<file path="src/rtl/mem_arbiter.sv">
`default_nettype none
// +----------------------------------------------------------------------------+
// | Module      : mem_arbiter                                                  |
// | Description : Two-requester round-robin arbiter and sequencer in front of  |
// |               a single-port synchronous memory with registered read data.  |
// |               One transaction is in flight at a time:                      |
// |               IDLE -> ACCESS (-> CAPTURE for reads) -> IDLE.               |
// | Ports       : clk, rst_n (async, active low)                               |
// |               reqN_valid/we/addr/wdata in, reqN_ready out (N = 0,1)        |
// |               rspN_valid/rspN_rdata out (one-cycle response pulse)         |
// |               mem_we/mem_addr/mem_wdata out, mem_rdata in                  |
// | Option      : define MEM_ARB_STATS_EN to add the stats_clr input and the   |
// |               saturating 16-bit grant_cnt0/grant_cnt1 outputs.             |
// | Revision    : 1.0 - initial release                                        |
// +----------------------------------------------------------------------------+
module mem_arbiter #(
  parameter int ADDR_W = 8,
  parameter int DATA_W = 8
) (
  input  logic              clk,
  input  logic              rst_n,
  input  logic              req0_valid,
  input  logic              req0_we,
  input  logic [ADDR_W-1:0] req0_addr,
  input  logic [DATA_W-1:0] req0_wdata,
  output logic              req0_ready,
  output logic              rsp0_valid,
  output logic [DATA_W-1:0] rsp0_rdata,
  input  logic              req1_valid,
  input  logic              req1_we,
  input  logic [ADDR_W-1:0] req1_addr,
  input  logic [DATA_W-1:0] req1_wdata,
  output logic              req1_ready,
  output logic              rsp1_valid,
  output logic [DATA_W-1:0] rsp1_rdata,
  output logic              mem_we,
  output logic [ADDR_W-1:0] mem_addr,
  output logic [DATA_W-1:0] mem_wdata,
`ifdef MEM_ARB_STATS_EN
  input  logic              stats_clr,
  output logic [15:0]       grant_cnt0,
  output logic [15:0]       grant_cnt1,
`endif
  input  logic [DATA_W-1:0] mem_rdata
);

  typedef enum logic [1:0] {
    IDLE    = 2'd0,
    ACCESS  = 2'd1,
    CAPTURE = 2'd2
  } state_t;

  state_t            state_q, state_d;
  logic              last_grant_q, last_grant_d;
  logic              owner_q, owner_d;
  logic              we_q, we_d;
  logic              mem_we_q, mem_we_d;
  logic [ADDR_W-1:0] mem_addr_q, mem_addr_d;
  logic [DATA_W-1:0] mem_wdata_q, mem_wdata_d;
  logic              rsp0_valid_q, rsp0_valid_d;
  logic              rsp1_valid_q, rsp1_valid_d;
  logic [DATA_W-1:0] rsp0_rdata_q, rsp0_rdata_d;
  logic [DATA_W-1:0] rsp1_rdata_q, rsp1_rdata_d;

  logic any_valid;
  logic winner;

  // Round-robin only matters on contention: the requester that did not win
  // last time goes first. A lone requester always wins.
  always_comb begin
    any_valid = req0_valid | req1_valid;
    if (req0_valid && req1_valid) begin
      winner = ~last_grant_q;
    end else begin
      winner = req1_valid;
    end
  end

  assign req0_ready = (state_q == IDLE) && req0_valid && !winner;
  assign req1_ready = (state_q == IDLE) && req1_valid &&  winner;

  always_comb begin
    state_d      = state_q;
    last_grant_d = last_grant_q;
    owner_d      = owner_q;
    we_d         = we_q;
    mem_we_d     = 1'b0;
    mem_addr_d   = mem_addr_q;
    mem_wdata_d  = mem_wdata_q;
    rsp0_valid_d = 1'b0;
    rsp1_valid_d = 1'b0;
    rsp0_rdata_d = rsp0_rdata_q;
    rsp1_rdata_d = rsp1_rdata_q;

    case (state_q)
      IDLE: begin
        if (any_valid) begin
          // The request is latched straight into the memory-facing
          // registers so it is presented during the ACCESS cycle and then
          // simply held afterwards.
          owner_d      = winner;
          last_grant_d = winner;
          we_d         = winner ? req1_we    : req0_we;
          mem_we_d     = winner ? req1_we    : req0_we;
          mem_addr_d   = winner ? req1_addr  : req0_addr;
          mem_wdata_d  = winner ? req1_wdata : req0_wdata;
          state_d      = ACCESS;
        end
      end
      ACCESS: begin
        if (we_q) begin
          if (owner_q) begin
            rsp1_valid_d = 1'b1;
            rsp1_rdata_d = '0;
          end else begin
            rsp0_valid_d = 1'b1;
            rsp0_rdata_d = '0;
          end
          state_d = IDLE;
        end else begin
          state_d = CAPTURE;
        end
      end
      CAPTURE: begin
        // The memory's registered read data for the ACCESS address is
        // valid during this cycle.
        if (owner_q) begin
          rsp1_valid_d = 1'b1;
          rsp1_rdata_d = mem_rdata;
        end else begin
          rsp0_valid_d = 1'b1;
          rsp0_rdata_d = mem_rdata;
        end
        state_d = IDLE;
      end
      default: begin
        state_d = IDLE;
      end
    endcase
  end

  always_ff @(posedge clk or negedge rst_n) begin
    if (!rst_n) begin
      state_q      <= IDLE;
      last_grant_q <= 1'b1;
      owner_q      <= 1'b0;
      we_q         <= 1'b0;
      mem_we_q     <= 1'b0;
      mem_addr_q   <= '0;
      mem_wdata_q  <= '0;
      rsp0_valid_q <= 1'b0;
      rsp1_valid_q <= 1'b0;
      rsp0_rdata_q <= '0;
      rsp1_rdata_q <= '0;
    end else begin
      state_q      <= state_d;
      last_grant_q <= last_grant_d;
      owner_q      <= owner_d;
      we_q         <= we_d;
      mem_we_q     <= mem_we_d;
      mem_addr_q   <= mem_addr_d;
      mem_wdata_q  <= mem_wdata_d;
      rsp0_valid_q <= rsp0_valid_d;
      rsp1_valid_q <= rsp1_valid_d;
      rsp0_rdata_q <= rsp0_rdata_d;
      rsp1_rdata_q <= rsp1_rdata_d;
    end
  end

  assign mem_we     = mem_we_q;
  assign mem_addr   = mem_addr_q;
  assign mem_wdata  = mem_wdata_q;
  assign rsp0_valid = rsp0_valid_q;
  assign rsp1_valid = rsp1_valid_q;
  assign rsp0_rdata = rsp0_rdata_q;
  assign rsp1_rdata = rsp1_rdata_q;

`ifdef MEM_ARB_STATS_EN
  logic [15:0] grant_cnt0_q, grant_cnt0_d;
  logic [15:0] grant_cnt1_q, grant_cnt1_d;

  // Clear wins over a same-cycle grant; counters stick at all-ones.
  always_comb begin
    grant_cnt0_d = grant_cnt0_q;
    grant_cnt1_d = grant_cnt1_q;
    if (stats_clr) begin
      grant_cnt0_d = '0;
      grant_cnt1_d = '0;
    end else begin
      if (req0_ready && (grant_cnt0_q != 16'hFFFF)) grant_cnt0_d = grant_cnt0_q + 16'd1;
      if (req1_ready && (grant_cnt1_q != 16'hFFFF)) grant_cnt1_d = grant_cnt1_q + 16'd1;
    end
  end

  always_ff @(posedge clk or negedge rst_n) begin
    if (!rst_n) begin
      grant_cnt0_q <= '0;
      grant_cnt1_q <= '0;
    end else begin
      grant_cnt0_q <= grant_cnt0_d;
      grant_cnt1_q <= grant_cnt1_d;
    end
  end

  assign grant_cnt0 = grant_cnt0_q;
  assign grant_cnt1 = grant_cnt1_q;
`endif

endmodule
`default_nettype wire

</file>
<file path="config.mk">
export PLATFORM = sky130hd
export DESIGN_NAME = mem_arbiter
export DESIGN_NICKNAME = d
export VERILOG_FILES = /design/src/rtl/mem_arbiter.sv
export SDC_FILE = /design/constraint.sdc
export NUM_CORES = 1
export LEC_CHECK = 0
export CAP_MARGIN = 20
export CORE_AREA = 2 2 70 72
export CTS_CLUSTER_SIZE = 14
export DETAILED_ROUTE_END_ITERATION = 7
export DIE_AREA = 0 0 72 74
export PLACE_DENSITY = 0.8
export SYNTH_ARGS = -nofsm -noshare
export SYNTH_HDL_FRONTEND = slang
export SYNTH_SLANG_ARGS = --single-unit
</file>
<file path="constraint.sdc">
create_clock -name clk -period 2.8 [get_ports clk]
set_input_delay 0.28 -clock clk [delete_from_list [all_inputs] [get_ports clk]]
set_output_delay 0.28 -clock clk [all_outputs]
set_load 0.02 [all_outputs]
</file>
==> results of run 1 <==
==> critical path, stage by stage, from the launching register on <==
cell             delay (ps)
dfrtp_1                 380
inv_1                   120
ha_1                    320
and2_2                  210
clkdlybuf4s50_1         600
==> cell families (layout without fill, tap and decap cells) <==
| logic type | Yosys count | count (layout) | share of synthesized area |
|---|---|---|---|
| flops | 40 | 40 | 0.527 |
| buf+inv | 16 | 95 | 0.0573 |
| mux | 3 | 3 | 0.0158 |
| fa+ha+maj | 4 | 4 | 0.0263 |
| compound gates | 63 | 63 | 0.253 |
| simple gates | 54 | 54 | 0.120 |
==> how the worst min path moves through the flow <==
stage,endpoint,slack [ps],cells past startpoint
finish,owner_q$_DFFE_PN0P_,110,1
global route,mem_wdata[6]$_DFFE_PN0P_,190,1
CTS,mem_wdata[6]$_DFFE_PN0P_,130,1
detailed placement,rsp0_rdata[6]$_DFFE_PN0P_,450,1
global placement,mem_we$_DFF_PN0_,450,1
floorplan,mem_addr[0]$_DFFE_PN0P_,-20,0
==> cell usage after synthesis <==
cell | number | area (um2)
a21bo_1 | 1 | 10.0
a21boi_0 | 1 | 7.51
a21boi_4 | 1 | 18.8
a21o_1 | 1 | 7.51
a21oi_1 | 26 | 130
a21oi_2 | 10 | 87.6
a31oi_1 | 1 | 6.26
a31oi_2 | 1 | 12.5
a31oi_4 | 1 | 21.3
a32o_1 | 8 | 80.1
and2_2 | 1 | 7.51
and3_1 | 1 | 6.26
and3b_1 | 1 | 8.76
buf_2 | 6 | 30.0
buf_4 | 5 | 37.5
buf_6 | 3 | 33.8
dfrtp_1 | 39 | 976
dfstp_2 | 1 | 26.3
ha_1 | 4 | 50.1
inv_1 | 2 | 7.51
mux2i_1 | 3 | 30.0
nand2_1 | 26 | 97.6
nand2b_1 | 2 | 12.5
nor2_1 | 20 | 75.1
nor2_2 | 1 | 6.26
nor3b_1 | 2 | 15.0
o21a_1 | 1 | 7.51
o21ai_1 | 1 | 5.00
o21ai_2 | 1 | 8.76
o21bai_1 | 1 | 7.51
o2bb2ai_1 | 8 | 70.1
==> flip-flops by register name (all words and copies together), names as in the netlist <==
| name | flops |
|---|---|
| last_grant_q | 1 |
| mem_addr | 8 |
| mem_wdata | 8 |
| mem_we | 1 |
| owner_q | 1 |
| rsp0_rdata | 8 |
| rsp0_valid | 1 |
| rsp1_rdata | 8 |
| rsp1_valid | 1 |
| state_q | 2 |
| we_q | 1 |
==> cell type report <==
class	instances	area [um2]	share of cell area
Sequential cell	40	1000	0.359
Timing Repair Buffer	85	838	0.300
Multi-Input combinational cell	124	790	0.282
Clock buffer	8	90.1	0.0322
Tap cell	54	67.6	0.0242
Inverter	2	7.51	0.00269
==> where the power goes <==
group	total (mW)	switching, mW	internal (mW)
clock network	0.389	0.188	0.201
registers	0.978	0.154	0.824
logic	1.63	0.891	0.738
==> layer usage <==
| layer | wire length, um | vias to the layer above | share of wire |
|---|---|---|---|
| li1 | - | 786 | - |
| met1 | 1920 | 775 | 0.42 |
| met2 | 2200 | 58 | 0.48 |
| met3 | 337 | 8 | 0.074 |
| met4 | 114 | 0 | 0.025 |
| met5 | 0 | - | 0 |
==> through the flow <==
stage / setup slack [ps] / hold WS (ps) / power (mW) / util
finish: 616 / 106 / 3.00 / 0.608
global route: 521 / 186 / 3.21 / 0.608
CTS: 603 / 133 / 3.04 / 0.608
detailed placement: 682 / 451 / 2.64 / 0.588
global placement: 711 / 448 / 2.60 / 0.588
floorplan: 1370 / -15.6 / 2.02 / -
==> flow_metrics.py, run 1 <==
metrics = {
    "min_path": {
        "hold_path_class": "in -> async",
    },
    "detailed_routing": {
        "vias": 1627,
        "avgRoutedWirePerCell_um": 14.6,
        "drc_errors": 0,
        "first_pass_iters": 4,
        "drt_wl_total_um": 4570,
        "viasPerCell": 5.20,
        "dr.first_iter.drc_count": 76,
        "final_antenna_net_count": 0,
    },
    "timing": {
        "layout_min_cycle_time_ps": 2180,
        "setup-tns-final_ps": 0,
        "skew_ps": 3.31,
        "relSlewSlack": 0.416,
        "hold_viol_final": 0,
        "fmax_ghz": 0.458,
        "finalMaxSlewViolations": 0,
        "post-route-period-util": 0.780,
        "worst-slew-pin-transition_ps": 877,
        "setup_viol": 0,
        "rsz0062_at_grt": "false",
    },
    "setup_path": {
        "start_kind": "flop",
        "r2r_slack_ps": 1030,
        "timing.rr.end": "mem_addr[4]$_DFFE_PN0P_",
        "crit_start": "state_q[1]$_DFFE_PN0P_",
        "r2r-start": "state_q[1]$_DFFE_PN0P_",
        "rr_worst_depth": 5,
        "crit_path_end": "req1_ready",
        "crit_path_end_kind": "output port",
        "critical_path_class": "reg -> out",
        "cp_max_fo": 8,
        "critPathArrivalTime_ps": 1900,
        "required_ps": 2520,
    },
    "global_routing": {
        "grt_pass1_wl_um": 7600,
        "gr-max-usage-layer": "met2",
        "grt_pass1_vias": 1595,
        "antenna_found_initial": 0,
        "grtUsageMet1": 0.223,
        "grt_max_degree": 41,
        "grt_util_met2": 0.319,
        "met3_usage": 0.0556,
        "track_usage": 0.187,
        "grt-ovfl-total": 0,
    },
    "cts": {
        "hold_buffers": 0,
        "cts.sinks": 40,
        "cts_max_level": 2,
        "cts_made_buffers": 5,
        "cts.clk_slew.worst_paths_ps": 70,
        "cts_setup_buffers": 0,
        "clk_latency_ps": 290,
        "cts_root_buf": "clkbuf_8",
        "ctsResizeCount": 0,
        "tritoncts": "built",
        "cts_buffer_depth": 2,
    },
    "placement": {
        "placed_cell_area_mm2": 0.00271,
        "io_buffers": 82,
        "numPlacedInstances": 305,
        "hpwl_um": 3250,
        "finalWeightedCongestion": 0.751,
    },
    "synthesis": {
        "synthCells": 180,
        "seq_area_frac_synth": 0.527,
        "syn_area_mm2": 0.00190,
        "ys_ff_latch": 40,
        "synthesis.nets": 230,
        "yosys_warnings": 0,
        "yosysUniqueCellTypes": 31,
        "avgSynthCellArea_um2": 10.6,
    },
    "flow_run": {
        "drv_cap": 0,
    },
    "final_layout": {
        "nNetsFinal": 308,
        "final_area_mm2": 0.00280,
        "n_antenna_cell": 0,
        "finalNonFillerCells": 313,
        "fillers": 400,
        "drive_above_1_share": 0.104,
        "layout_commonest_cell": "clkdlybuf4s50_1",
        "syn_to_final_growth_pct": 47.1,
        "layout_common_cells": "clkdlybuf4s50_1, dfrtp_1, a21oi_1, nand2_1, nor2_1",
    },
    "floorplan": {
        "rows": 25,
        "die_y_um": 74,
        "ios": 83,
        "die_x_um": 72,
        "start_util": 0.413,
        "core-area_mm2": 0.00460,
        "die-area_mm2": 0.00533,
    },
    "pwr": {
        "ir_drop_mv": 0.466,
        "power_density_mw_per_mm2": 1070,
        "p_leak_nw": 1.17,
    },
    "outcome": {
        "status": "finished clean",
    },
}
Power figures use the tool's default switching activity.
==> run 2: changes to the inputs <==
--- a/config.mk
+++ b/config.mk
@@ -6,11 +6,11 @@
 export NUM_CORES = 1
 export LEC_CHECK = 0
 export CAP_MARGIN = 20
-export CORE_AREA = 2 2 70 72
+export CORE_AREA = 2 2 71 73
 export CTS_CLUSTER_SIZE = 14
 export DETAILED_ROUTE_END_ITERATION = 7
-export DIE_AREA = 0 0 72 74
-export PLACE_DENSITY = 0.8
+export DIE_AREA = 0 0 73 75
+export PLACE_DENSITY = 0.78
 export SYNTH_ARGS = -nofsm -noshare
 export SYNTH_HDL_FRONTEND = slang
 export SYNTH_SLANG_ARGS = --single-unit
==> constraint.sdc (replaced) <==
create_clock -name clk -period 2.3 [get_ports clk]
set_input_delay 0.23 -clock clk [delete_from_list [all_inputs] [get_ports clk]]
set_output_delay 0.23 -clock clk [all_outputs]
set_load 0.02 [all_outputs]
==> flow_metrics.py, run 2 (synthesis gave the netlist of run 1 again) <==
metrics = {
    "timing": {
        "rsz0062_at_grt": "false",
        "fmax_ghz": 0.466,
        "worst-slew-pin-transition_ps": 880,
        "skew_ps": 5.31,
        "setup_viol": 0,
        "worst_hold_slack_ps": 49.9,
        "layout_min_cycle_time_ps": 2140,
        "relSlewSlack": 0.413,
        "post-route-period-util": 0.932,
        "setup-tns-final_ps": 0,
        "finalMaxSlewViolations": 0,
        "hold_viol_final": 0,
    },
    "final_layout": {
        "n_antenna_cell": 0,
        "seqCellArea_mm2": 0.00100,
        "nNetsFinal": 310,
        "syn_to_final_growth_pct": 48.0,
        "layout_common_cells": "clkdlybuf4s50_1, dfrtp_1, a21oi_1, nand2_1, nor2_1",
        "multi_input_area_um2": 790,
        "fillers": 411,
        "drive_above_1_share": 0.119,
        "layout_commonest_cell": "clkdlybuf4s50_1",
    },
    "cts": {
        "tritoncts": "built",
        "cts_root_buf": "clkbuf_8",
        "ctsResizeCount": 0,
        "clk_latency_ps": 290,
        "cts_setup_buffers": 0,
        "cts_buffer_depth": 2,
        "cts.sinks": 40,
        "cts.clk_slew.worst_paths_ps": 80,
        "cts_max_level": 2,
        "cts_made_buffers": 5,
        "hold_buffers": 0,
    },
    "outcome": {
        "status": "finished clean",
    },
    "floorplan": {
        "core-area_mm2": 0.00466,
        "ios": 83,
        "start_util": 0.408,
        "die_y_um": 75,
        "die-area_mm2": 0.00548,
        "rows": 25,
        "die_x_um": 73,
    },
    "detailed_routing": {
        "final_antenna_net_count": 0,
        "drt_wl_total_um": 4380,
        "avgRoutedWirePerCell_um": 13.9,
        "dr.first_iter.drc_count": 77,
        "first_pass_iters": 4,
        "drc_errors": 0,
        "vias": 1622,
        "viasPerCell": 5.15,
    },
    "setup_path": {
        "critical_path_class": "reg -> out",
        "crit_path_end": "req1_ready",
        "r2r-start": "state_q[1]$_DFFE_PN0P_",
        "required_ps": 2070,
        "start_kind": "flop",
        "crit_path_end_kind": "output port",
        "timing.rr.end": "rsp1_rdata[7]$_DFFE_PN0P_",
        "critPathArrivalTime_ps": 1910,
        "rr_worst_depth": 5,
        "r2r_slack_ps": 540,
        "crit_start": "state_q[1]$_DFFE_PN0P_",
        "cp_max_fo": 8,
    },
    "global_routing": {
        "grt_max_degree": 41,
        "track_usage": 0.172,
        "grt_pass1_wl_um": 7250,
        "grt-ovfl-total": 0,
        "grt_pass1_vias": 1607,
        "antenna_found_initial": 0,
    },
    "placement": {
        "hpwl_um": 3170,
        "io_buffers": 82,
        "finalWeightedCongestion": 0.794,
    },
    "flow_run": {
        "drv_cap": 0,
    },
    "pwr": {
        "p_leak_nw": 1.18,
        "power_density_mw_per_mm2": 1310,
        "ir_drop_mv": 0.672,
    },
    "min_path": {
        "hold_path_class": "in -> async",
    },
}
-- run 2: cell type report --
| cell class | instances | share of cell area |
|---|---|---|
| repair buffers | 87 | 0.303 |
| clock buffers | 6 | 0.0294 |
| multi-input cells | 124 | 0.281 |
| clock inverters | 2 | 0.00356 |
| flip-flops and latches | 40 | 0.356 |
| inverters | 2 | 0.00267 |
| well taps | 54 | 0.0240 |
-- run 2: critical path: stages, from the launching register on --
cell	delay (ps)
dfrtp_1	380
inv_1	120
ha_1	320
and2_2	210
clkdlybuf4s50_1	590
-- run 2: where the power goes --
group / leakage, nW / total, mW / internal [mW] / switching [mW]
combinational: 0.630 / 2.00 / 0.924 / 1.08
sequential: 0.501 / 1.19 / 1.00 / 0.188
clock: 0.0510 / 0.486 / 0.239 / 0.246
-- run 2: how the worst min path moves through the flow --
stage                                end
5_1_grt        rsp1_rdata[0]$_DFFE_PN0P_
3_5_place_dp        rsp1_valid$_DFF_PN0_
6_report            rsp1_valid$_DFF_PN0_
4_1_cts             rsp1_valid$_DFF_PN0_
2_1_floorplan    mem_addr[0]$_DFFE_PN0P_
3_3_place_gp        rsp1_valid$_DFF_PN0_
-- run 2: through the flow --
stage           util  total power [mW]  worst slack, ps  instance area [um2]  std cells
2_1_floorplan      -              2.46              865                 1900        180
3_5_place_dp   0.584              3.23              270                 2720        307
5_1_grt        0.603              3.94             61.5                 2810        315
6_report       0.603              3.68              156                 2810        315
3_3_place_gp   0.584              3.19              311                 2720        307
4_1_cts        0.603              3.72              148                 2810        315
-- run 2: layer usage --
layer	wire length (um)	global-route usage	vias up	share of wire
li1	-	-	787	-
met1	1870	0.208	754	0.43
met2	2000	0.278	74	0.46
met3	437	0.0723	7	0.10
met4	69	0.0617	0	0.016
met5	0	0	-	0
==> run 3: changes to the inputs <==
--- a/config.mk
+++ b/config.mk
@@ -6,11 +6,11 @@
 export NUM_CORES = 1
 export LEC_CHECK = 0
 export CAP_MARGIN = 20
-export CORE_AREA = 2 2 71 73
-export CTS_CLUSTER_SIZE = 14
+export CORE_AREA = 2 2 72 74
+export CTS_CLUSTER_SIZE = 12
 export DETAILED_ROUTE_END_ITERATION = 7
-export DIE_AREA = 0 0 73 75
-export PLACE_DENSITY = 0.78
+export DIE_AREA = 0 0 74 76
+export PLACE_DENSITY = 0.76
 export SYNTH_ARGS = -nofsm -noshare
 export SYNTH_HDL_FRONTEND = slang
 export SYNTH_SLANG_ARGS = --single-unit
==> constraint.sdc (replaced) <==
create_clock -name clk -period 2.3 [get_ports clk]
set_input_delay 0.46 -clock clk [delete_from_list [all_inputs] [get_ports clk]]
set_output_delay 0.46 -clock clk [all_outputs]
set_load 0.02 [all_outputs]
==> flow_metrics.py, run 3 (synthesis gave the netlist of run 1 again) <==
metrics = {
    "setup_path": {
        "critPathArrivalTime_ps": 1680,
        "critical_path_class": "in -> out",
        "crit_path_end_kind": "output port",
        "r2r_slack_ps": 560,
        "required_ps": 1840,
        "cp_max_fo": 3,
        "start_kind": "primary input",
    },
    "cts": {
        "cts.sinks": 40,
        "cts_buffer_depth": 2,
        "cts_made_buffers": 5,
        "cts_root_buf": "clkbuf_8",
        "clk_latency_ps": 290,
        "cts.clk_slew.worst_paths_ps": 80,
        "cts_max_level": 2,
        "hold_buffers": 0,
        "ctsResizeCount": 2,
        "tritoncts": "built",
        "cts_setup_buffers": 0,
    },
    "floorplan": {
        "die-area_mm2": 0.00562,
        "ios": 83,
        "rows": 26,
        "start_util": 0.387,
        "core-area_mm2": 0.00491,
        "die_x_um": 74,
        "die_y_um": 76,
    },
    "timing": {
        "setup_viol": 0,
        "hold_viol_final": 0,
        "finalMaxSlewViolations": 0,
        "rsz0062_at_grt": "false",
        "fmax_ghz": 0.467,
        "worst-slew-pin-transition_ps": 897,
        "skew_ps": 4.84,
        "relSlewSlack": 0.402,
        "post-route-period-util": 0.931,
        "setup_slack_ps": 160,
        "layout_min_cycle_time_ps": 2140,
    },
    "placement": {
        "io_buffers": 82,
        "placed_cell_area_mm2": 0.00278,
        "hpwl_um": 3350,
        "place_ws_ps": -96.5,
        "finalWeightedCongestion": 0.759,
    },
    "final_layout": {
        "nNetsFinal": 315,
        "n_antenna_cell": 0,
        "layout_commonest_cell": "clkdlybuf4s50_1",
        "seqCellArea_mm2": 0.00100,
        "drive_above_1_share": 0.135,
        "syn_to_final_growth_pct": 50.9,
        "layout_common_cells": "clkdlybuf4s50_1, dfrtp_1, a21oi_1, nand2_1, nor2_1",
        "final_area_mm2": 0.00287,
        "fillers": 433,
        "multi_input_area_um2": 790,
    },
    "detailed_routing": {
        "drt_wl_total_um": 4580,
        "vias": 1600,
        "viasPerCell": 4.76,
        "dr.first_iter.drc_count": 29,
        "first_pass_iters": 4,
        "drc_errors": 0,
        "avgRoutedWirePerCell_um": 13.6,
        "final_antenna_net_count": 0,
    },
    "global_routing": {
        "antenna_found_initial": 0,
        "grt_pass1_wl_um": 7360,
        "gr-max-usage-layer": "met2",
        "met3_usage": 0.0384,
        "track_usage": 0.167,
        "grt_max_degree": 41,
        "grtUsageMet1": 0.214,
        "grt_pass1_vias": 1547,
        "grt-ovfl-total": 0,
        "grt_util_met2": 0.279,
    },
    "outcome": {
        "status": "finished clean",
    },
    "pwr": {
        "power_density_mw_per_mm2": 1290,
        "ir_drop_mv": 0.559,
        "p_leak_nw": 1.21,
    },
    "flow_run": {
        "drv_cap": 0,
    },
    "min_path": {
        "hold_path_class": "in -> async",
    },
}
-- run 3: cell types whose count changed in the layout (fill, tap and decap cells not counted) --
cell | previous run | this run
dlygate4sd2_1 | 0 | 2
clkdlybuf4s50_1 | 81 | 79
buf_4 | 5 | 10
-- run 3: worst max-delay path, cell delays in order --
cell and delay [ps]:
clkdlybuf4s50_1 510, a21bo_1 230, and3_1 170, dlygate4sd2_1 310
-- run 3: per-layer routing --
| metal | wire [um] | share of wire | up-vias |
|---|---|---|---|
| met3 | 270 | 0.059 | 5 |
| met4 | 46 | 0.010 | 0 |
| met5 | 0 | 0 | - |
| met2 | 2230 | 0.49 | 48 |
| li1 | - | - | 797 |
| met1 | 2040 | 0.44 | 750 |
-- run 3: final cells by class --
cell class / instances / share of cell area
clock buffer: 6 / 0.0288
timing repair buffer: 92 / 0.310
inverter: 2 / 0.00262
multi-input combinational: 124 / 0.275
clock inverter: 2 / 0.00349
tap: 70 / 0.0305
sequential: 40 / 0.349
-- run 3: where the power goes --
group,internal [mW],switching (mW),leakage (nW)
clock,0.239,0.242,0.0510
sequential,1.00,0.187,0.501
combinational,0.950,1.09,0.662
-- run 3: path summary, 6_finish.rpt --
check                                          start                         to  cells after the start
hold / removal                                 rst_n       rsp0_valid$_DFF_PN0_                      1
max in group asynchronous                      rst_n    mem_addr[4]$_DFFE_PN0P_                      1
setup / recovery                          req1_valid                 req0_ready                      4
min in group clk           rsp1_rdata[4]$_DFFE_PN0P_  rsp1_rdata[4]$_DFFE_PN0P_                      1
hold reg to reg            rsp1_rdata[4]$_DFFE_PN0P_  rsp1_rdata[4]$_DFFE_PN0P_                      1
setup reg to reg              state_q[1]$_DFFE_PN0P_  rsp1_rdata[7]$_DFFE_PN0P_                      5
-- run 3: metrics by stage --
stage / instances / TNS, ps / total power [mW] / util / hold WS (ps)
final: 336 / 0 / 3.71 / 0.584 / 293
after global routing: 336 / 0 / 3.96 / 0.584 / 367
after CTS: 336 / 0 / 3.75 / 0.584 / 316
after detailed placement: 328 / -173 / 3.27 / 0.565 / 475
after global placement: 328 / -85.2 / 3.23 / 0.565 / 472
after floorplan: 180 / 0 / 2.46 / - / 164
